`src/rtl/group_arb_pkg.sv`:
```
// group_arb_pkg: shared FSM states, error data and index type for group_req_arbiter
package group_arb_pkg;
  typedef enum logic [1:0] {IDLE, BUSY, DONE} state_t;
  localparam logic [31:0] ARB_ERR_DATA = 32'hDEAD_BEEF;
  localparam int ARB_N_REQ = 4;
  typedef logic [$clog2(ARB_N_REQ)-1:0] idx_t;
endpackage

```
`src/rtl/group_req_arbiter_rr.sv`:
```
// rr_arbiter: combinational round-robin pick of the first active requester at or after ptr
module rr_arbiter import group_arb_pkg::*; #(
  parameter int N_REQ = 4
) (
  input  logic [N_REQ-1:0]         req,
  input  logic [$clog2(N_REQ)-1:0] ptr,
  output logic [N_REQ-1:0]         grant,
  output logic [$clog2(N_REQ)-1:0] idx
);
  localparam int IW = $clog2(N_REQ);
  always_comb begin
    idx = '0;
    for (int i = N_REQ - 1; i >= 0; i--)
      if (req[(int'(ptr) + i) % N_REQ]) idx = IW'((int'(ptr) + i) % N_REQ);
    grant = (req == '0) ? '0 : (N_REQ'(1) << idx);
  end
endmodule

```
`src/rtl/group_req_arbiter.sv`:
```
// group_req_arbiter: round-robin sharing of one group static port; watchdog under GROUP_ARB_TIMEOUT_EN
module group_req_arbiter import group_arb_pkg::*; #(
  parameter int N_REQ   = 4,
  parameter int ADDR_W  = 20,
  parameter int DATA_W  = 32,
  parameter int TIMEOUT = 1024
) (
  input  logic                      clk,
  input  logic                      rst,
  input  logic [N_REQ-1:0]          req_wen,
  input  logic [N_REQ-1:0]          req_ren,
  input  logic [N_REQ*ADDR_W-1:0]   req_addr,
  input  logic [N_REQ*DATA_W-1:0]   req_wdata,
  output logic [N_REQ-1:0]          req_ready,
  output logic [DATA_W-1:0]         req_rdata,
  output logic                      req_err,
  output logic                      static_wen,
  output logic                      static_ren,
  output logic [ADDR_W-1:0]         static_addr,
  output logic [DATA_W-1:0]         static_wdata,
  input  logic [DATA_W-1:0]         static_rdata,
  input  logic                      static_ready,
  output logic                      scan_id,
  output logic [$clog2(N_REQ)-1:0]  grant_id,
  output logic                      busy
);
  localparam int IW = $clog2(N_REQ);
  state_t state;
  logic [IW-1:0] ptr, idx;
  logic [N_REQ-1:0] grant;
  logic wr_q, rd_q, err_q, timeout;
  logic [ADDR_W-1:0] addr_q;
  logic [DATA_W-1:0] wdata_q, rdata_q;
  rr_arbiter #(.N_REQ(N_REQ)) u_rr (
    .req(req_wen | req_ren),
    .ptr(ptr),
    .grant(grant),
    .idx(idx)
  );
`ifdef GROUP_ARB_TIMEOUT_EN
  logic [$clog2(TIMEOUT+1)-1:0] wdog;
  always_ff @(posedge clk) wdog <= (rst || state != BUSY) ? '0 : wdog + 1'b1;
  assign timeout = (state == BUSY) && (wdog == $bits(wdog)'(TIMEOUT - 1));
`else
  logic unused_timeout;
  assign unused_timeout = TIMEOUT > 0;
  assign timeout = 1'b0;
`endif
  always_ff @(posedge clk) begin
    if (rst) begin
      state    <= IDLE;
      ptr      <= '0;
      grant_id <= '0;
      wr_q     <= 1'b0;
      rd_q     <= 1'b0;
      err_q    <= 1'b0;
      addr_q   <= '0;
      wdata_q  <= '0;
      rdata_q  <= '0;
    end else begin
      case (state)
        IDLE: if (|grant) begin
          state    <= BUSY;
          grant_id <= idx;
          wr_q     <= req_wen[idx];
          rd_q     <= !req_wen[idx];
          addr_q   <= req_addr[idx*ADDR_W +: ADDR_W];
          wdata_q  <= req_wdata[idx*DATA_W +: DATA_W];
        end
        BUSY: if (static_ready) begin
          state   <= DONE;
          rdata_q <= wr_q ? '0 : static_rdata;
          err_q   <= 1'b0;
        end else if (timeout) begin
          state   <= DONE;
          rdata_q <= DATA_W'(ARB_ERR_DATA);
          err_q   <= 1'b1;
        end
        DONE: begin
          state <= IDLE;
          ptr   <= (grant_id == IW'(N_REQ - 1)) ? '0 : grant_id + 1'b1;
        end
        default: state <= IDLE;
      endcase
    end
  end
  assign busy         = state != IDLE;
  assign scan_id      = state == BUSY;
  assign static_wen   = scan_id && wr_q;
  assign static_ren   = scan_id && rd_q;
  assign static_addr  = addr_q;
  assign static_wdata = wdata_q;
  assign req_ready    = (state == DONE) ? (N_REQ'(1) << grant_id) : '0;
  assign req_rdata    = (state == DONE) ? rdata_q : '0;
  assign req_err      = (state == DONE) && err_q;
endmodule

```
`config.mk`:
```
export PLATFORM = sky130hd
export DESIGN_NAME = group_req_arbiter
export DESIGN_NICKNAME = d
export VERILOG_FILES = /design/src/rtl/group_arb_pkg.sv /design/src/rtl/group_req_arbiter_rr.sv /design/src/rtl/group_req_arbiter.sv
export SDC_FILE = /design/constraint.sdc
export NUM_CORES = 1
export LEC_CHECK = 0
export ABC_AREA = 0
export BUFFER_PORTS_ARGS = -buffer_cell sky130_fd_sc_hd__buf_2
export CAP_MARGIN = 25
export CORE_AREA = 3 3 133 135
export CTS_BUF_LIST = sky130_fd_sc_hd__clkbuf_4 sky130_fd_sc_hd__clkbuf_8
export CTS_CLUSTER_DIAMETER = 120
export CTS_CLUSTER_SIZE = 25
export DETAILED_ROUTE_END_ITERATION = 16
export DIE_AREA = 0 0 136 138
export HOLD_SLACK_MARGIN = 0.05
export PLACE_DENSITY = 0.61
export SYNTH_ARGS = -nofsm -noshare
export SYNTH_HDL_FRONTEND = slang
export SYNTH_SLANG_ARGS = --single-unit
```
`constraint.sdc`:
```
create_clock -name clk -period 1.75 [get_ports clk]
set_input_delay 0 -clock clk [delete_from_list [all_inputs] [get_ports clk]]
set_output_delay 0 -clock clk [all_outputs]
set_load 0.02 [all_outputs]
```
==> flow_summary_export.csv, run 1 <==
group,metric,value,unit
logic_synthesis,yosys.area.top_type,"dfxtp_1",
logic_synthesis,yosysUniqueCellTypes,40,
placement,gp_congestion,0.807,
logic_synthesis,synth_edf_count,0,
die,die_w,136,microns
cts,clockBufferDepth,2,
placement,dp_slack,-0.119,ns
logic_synthesis,synth-compound-area-share,28.2,%
die,row_count,47,
logic_synthesis,synth_area_leaders,"dfxtp_1 (36%), mux2i_1 (21%), o21bai_1 (7.7%), a221oi_2 (7.4%), a22o_1 (5.5%)",
logic_synthesis,yosysWarnings,0,
die,die_h,138,microns
logic_synthesis,synth_top_family_by_area,"compound AO/OA/AOI/OAI gates",
placement,portBuffers,344,
die,start_util,30.7,%
logic_synthesis,synth_mux_area_share,20.7,%
status,outcome,"aborted with a tool error",
logic_synthesis,synthCells,477,
placement,post_dp_cell_area,7260,sq um
logic_synthesis,async_reset_ff_share,0,%
status,error,"[ERROR RSZ-0060] Max buffer count reached.",
cts,clkSinkCount,92,
cts,cts_setup_buffers,1,
status,failing_step,"4_1_cts",
logic_synthesis,synth_xor_area_share,0,%
die,ioPinCount,346,
cts,ctsHoldBuffers,212,
logic_synthesis,ys.flop_type,"dfxtp_1",
logic_synthesis,yosys.area_share.simple,8.64,%
logic_synthesis,netlist_area,5080,sq um
cts,cts_resized,22,
logic_synthesis,syn_avg_cell_area,10.7,sq um
placement,hpwl,13700,microns
cts,htreeDepth,3,
logic_synthesis,ys_seq_area_share,36.2,%
cts,cts_made_buffers,9,
logic_synthesis,post-synth-top-count-cell,"mux2i_1",
logic_synthesis,synth.top_cell.area_share,36.2,%
logic_synthesis,synth_common_cells,"mux2i_1 (105), dfxtp_1 (92), o21bai_1 (52)",
logic_synthesis,synth-seq-cells,92,
cts,cts_root_buffer,"clkbuf_8",
logic_synthesis,syn-num-nets,732,
logic_synthesis,synthAdderAreaFrac,0.984,%
stage by stage:
stage	cells	utilization (%)
2_1_floorplan	477	-
3_3_place_gp	1031	43.8
3_5_place_dp	1031	43.8
cells by family after synthesis:
logic type,Yosys count
AND/OR/NAND/NOR,71
AO/OA/AOI/OAI,155
buffers and inverters,49
multiplexers,105
other,1
adder cells (fa/ha/maj),4
flip-flops,92
==> run 2, diff against run 1 <==
- CORE_AREA: 3 3 133 135 -> default
- CORE_MARGIN: default -> 3
- CORE_UTILIZATION: default -> 30
- CTS_BUF_LIST: sky130_fd_sc_hd__clkbuf_4 sky130_fd_sc_hd__clkbuf_8 -> default
- CTS_CLUSTER_DIAMETER: 120 -> default
- CTS_CLUSTER_SIZE: 25 -> default
- DIE_AREA: 0 0 136 138 -> default
- HOLD_SLACK_MARGIN: 0.05 -> default
- PLACE_DENSITY: 0.61 -> default
- PLACE_DENSITY_LB_ADDON: default -> 0.15
- clock period: 1.75 -> 2.3 ns (I/O delays scaled with it)
==> run 2 against run 1 <==
Area after synthesis did not move. Synthesized cell count did not move. The flow now finishes without violations.
==> flow_summary_export.csv, run 2 <==
group,metric,value,unit
sta,fmax,0.480,GHz
power_and_ir_drop,clkPwrFrac,31.7,%
sta,hold_viol,0,
logic_synthesis,ys.flop_type,"dfxtp_1",
die,start_util,31.3,%
sta,maxSlewViolCount,0,
cells_and_area,drive_gt1_share,47.0,%
critical_path,critical_path.top_delay_family,"compound AO/OA/AOI/OAI gates",
die,dieArea,18500,sq um
sta,fin_crit_sh,90.6,%
global_routing,grt.total_usage,19.3,%
global_routing,grt_start_max_net_pins,43,
cts,cts_root_buffer,"clkbuf_16",
logic_synthesis,synth.top_cell.area_share,36.2,%
die,core,16200,sq um
die,die_h,136,microns
sta,fin_tns_setup,0,ns
sta,skew,0.00710,ns
power_and_ir_drop,p_comb_share,29.0,%
cts,insertion_delay,0.35,ns
cells_and_area,multiInputGateArea,3020,sq um
critical_path,critPathMaxFanout,14,
sta,finalSetupViolCount,0,
cells_and_area,nets,1133,
critical_path,critical_path_buf_inv_count,1,
route,wl_per_cell,17.3,microns
cells_and_area,diodes,0,
logic_synthesis,async_reset_ff_share,0,%
critical_path,start_kind,"flop",
status,outcome,"finished clean",
power_and_ir_drop,p_int,3.16,mW
route,drc,0,
logic_synthesis,yosysWarnings,0,
logic_synthesis,synth-seq-cells,92,
placement,gp_congestion,0.856,
route,num_vias,5359,
logic_synthesis,synth_edf_count,0,
global_routing,antenna_found_initial,0,
global_routing,grt_pass1_wl,28500,microns
route,drtIter0Drc,182,
critical_path,crit_chain,"o21ba_1, a2111oi_2, nor2_4, buf_4, mux2i_1, a221oi_1",
sta,rsz0062_at_grt,"no",
die,ioPinCount,346,
critical_path,crit_path_top_delay_cell,"a2111oi_2",
critical_path,path_class,"reg -> reg",
power_and_ir_drop,seqPwrFrac,39.2,%
cells_and_area,most-common-layout-cells,"buf_2 (344), mux2i_1 (105), dfxtp_1 (92), dlygate4sd3_1 (73), o21bai_1 (52)",
cts,clkSinkCount,92,
cells_and_area,seq_area,1840,sq um
logic_synthesis,synth_area_leaders,"dfxtp_1 (36%), mux2i_1 (21%), o21bai_1 (7.7%), a221oi_2 (7.4%), a22o_1 (5.5%)",
die,die_w,136,microns
route,antenna_left,0,
cells_and_area,syn_to_final_growth,58.4,%
power_and_ir_drop,powerDensity,577,nW/um^2
route,routed_wl,19000,microns
cts,htreeDepth,3,
logic_synthesis,ys_seq_area_share,36.2,%
cts,cts_made_buffers,9,
placement,hpwl,14000,microns
critical_path,critPathRequiredTime,2.54,ns
global_routing,grt_pass1_vias,5574,
critical_path,cp.arrival,2.33,ns
cts,cts_tree,"done",
sta,relSlewSlack,57.3,%
logic_synthesis,yosys.area.top_type,"dfxtp_1",
route,dr.pass1.iters,4,
logic_synthesis,yosysUniqueCellTypes,40,
logic_synthesis,syn_avg_cell_area,10.7,sq um
logic_synthesis,syn-num-nets,732,
power_and_ir_drop,sw_frac_of_total,32.0,%
logic_synthesis,synthCells,477,
global_routing,overflow,0,
cts,clk_pin_slew,0.07,ns
sta,period_minus_slack,2.08,ns
power_and_ir_drop,power.net_switching,1.49,mW
cells_and_area,fillers,1575,
job,maxCapViolations,0,
critical_path,r2r_setup_slack,0.22,ns
logic_synthesis,post-synth-top-count-cell,"mux2i_1",
cells_and_area,final_common_cell,"buf_2",
power_and_ir_drop,finalPower,4.65,mW
cells_and_area,fin_util,49.6,%
cts,clockBufferDepth,2,
critical_path,cp-end-kind,"flop",
power_and_ir_drop,peakVddDrop,0.358,mV
logic_synthesis,synth_common_cells,"mux2i_1 (105), dfxtp_1 (92), o21bai_1 (52)",
logic_synthesis,netlist_area,5080,sq um
power_and_ir_drop,p_leak,4.33,nW
route,via_per_inst,4.88,
placement,portBuffers,344,
hold_path,hold_class,"in -> reg",
die,row_count,46,
critical_path,worst_path_largest_cell_delay,0.46,ns
sta,max_slew.worst_pin.slew,0.637,ns
-- run 2: cell counts after synthesis --
No cell type changed its count.
-- run 2: per-layer routing --
layer | routed length, microns | track usage [%]
met1 | 7460 | 21.9
met2 | 9910 | 35.6
met3 | 1210 | 4.40
met4 | 425 | 6.22
met5 | 0 | 0
-- run 2: path summary, 6_finish.rpt --
path	endpoint	depth (start not counted)	from
worst max-delay path	static_wdata[22]	6	ptr[0]
worst min-delay path	static_wdata[19]	3	req_wdata[51]
worst max register to register	static_wdata[22]	6	ptr[0]
worst min register to register	rdata_q[6]	1	rdata_q[6]
-- run 2: timing repair --
item                                    CTS  global route
endpoints found under the setup margin    0             2
gates resized for setup                   0             1
hold buffers                             73             0
hold endpoints to repair                 57             0
setup buffers                             0             0
-- run 2: logic make-up (layout without fill, tap and decap cells) --
group / after synthesis / count (layout) / share of synthesized area (%)
other: 1 / 1 / 0.0737
adders and majority gates: 4 / 4 / 0.984
and+or+nand+nor: 71 / 71 / 8.64
AOI/OAI and AO/OA: 155 / 155 / 28.2
muxes: 105 / 105 / 20.7
buffers and inverters: 49 / 455 / 5.17
DFF: 92 / 92 / 36.2
-- run 2: power by group through the flow --
stage          Sequential [mW]  Combinational, mW  Clock [mW]
2_1_floorplan             1.99              0.622           0
3_3_place_gp              1.86               1.24           0
3_5_place_dp              1.86               1.26           0
4_1_cts                   1.82               1.37        1.54
5_1_grt                   1.84               1.46        1.58
6_report                  1.82               1.35        1.48
-- run 2: through the flow --
step / instances / worst slack (ns) / hold WS (ns) / area (sq um)
2_1_floorplan: 477 / 0.377 / 0.126 / 5080
3_3_place_gp: 1010 / 0.325 / 0.211 / 7020
3_5_place_dp: 1010 / 0.194 / 0.212 / 7020
4_1_cts: 1099 / 0.163 / 0.000165 / 8040
5_1_grt: 1099 / 0.00305 / 0.0150 / 8060
6_report: 1099 / 0.216 / 0.0126 / 8060
-- run 2: layout make-up --
type                    count  share of cell area (%)
inverters                   4                   0.186
multi-input cells         336                    37.5
flip-flops and latches     92                    22.9
clock buffers              10                    2.97
well taps                 216                    3.35
clock inverters             6                   0.714
repair buffers            435                    32.4
-- run 2: worst min-delay path, stage by stage --
cell and delay (ns):
buf_2 0.09, mux2i_1 0.13, a221oi_1 0.09
Power figures use the tool's default switching activity.
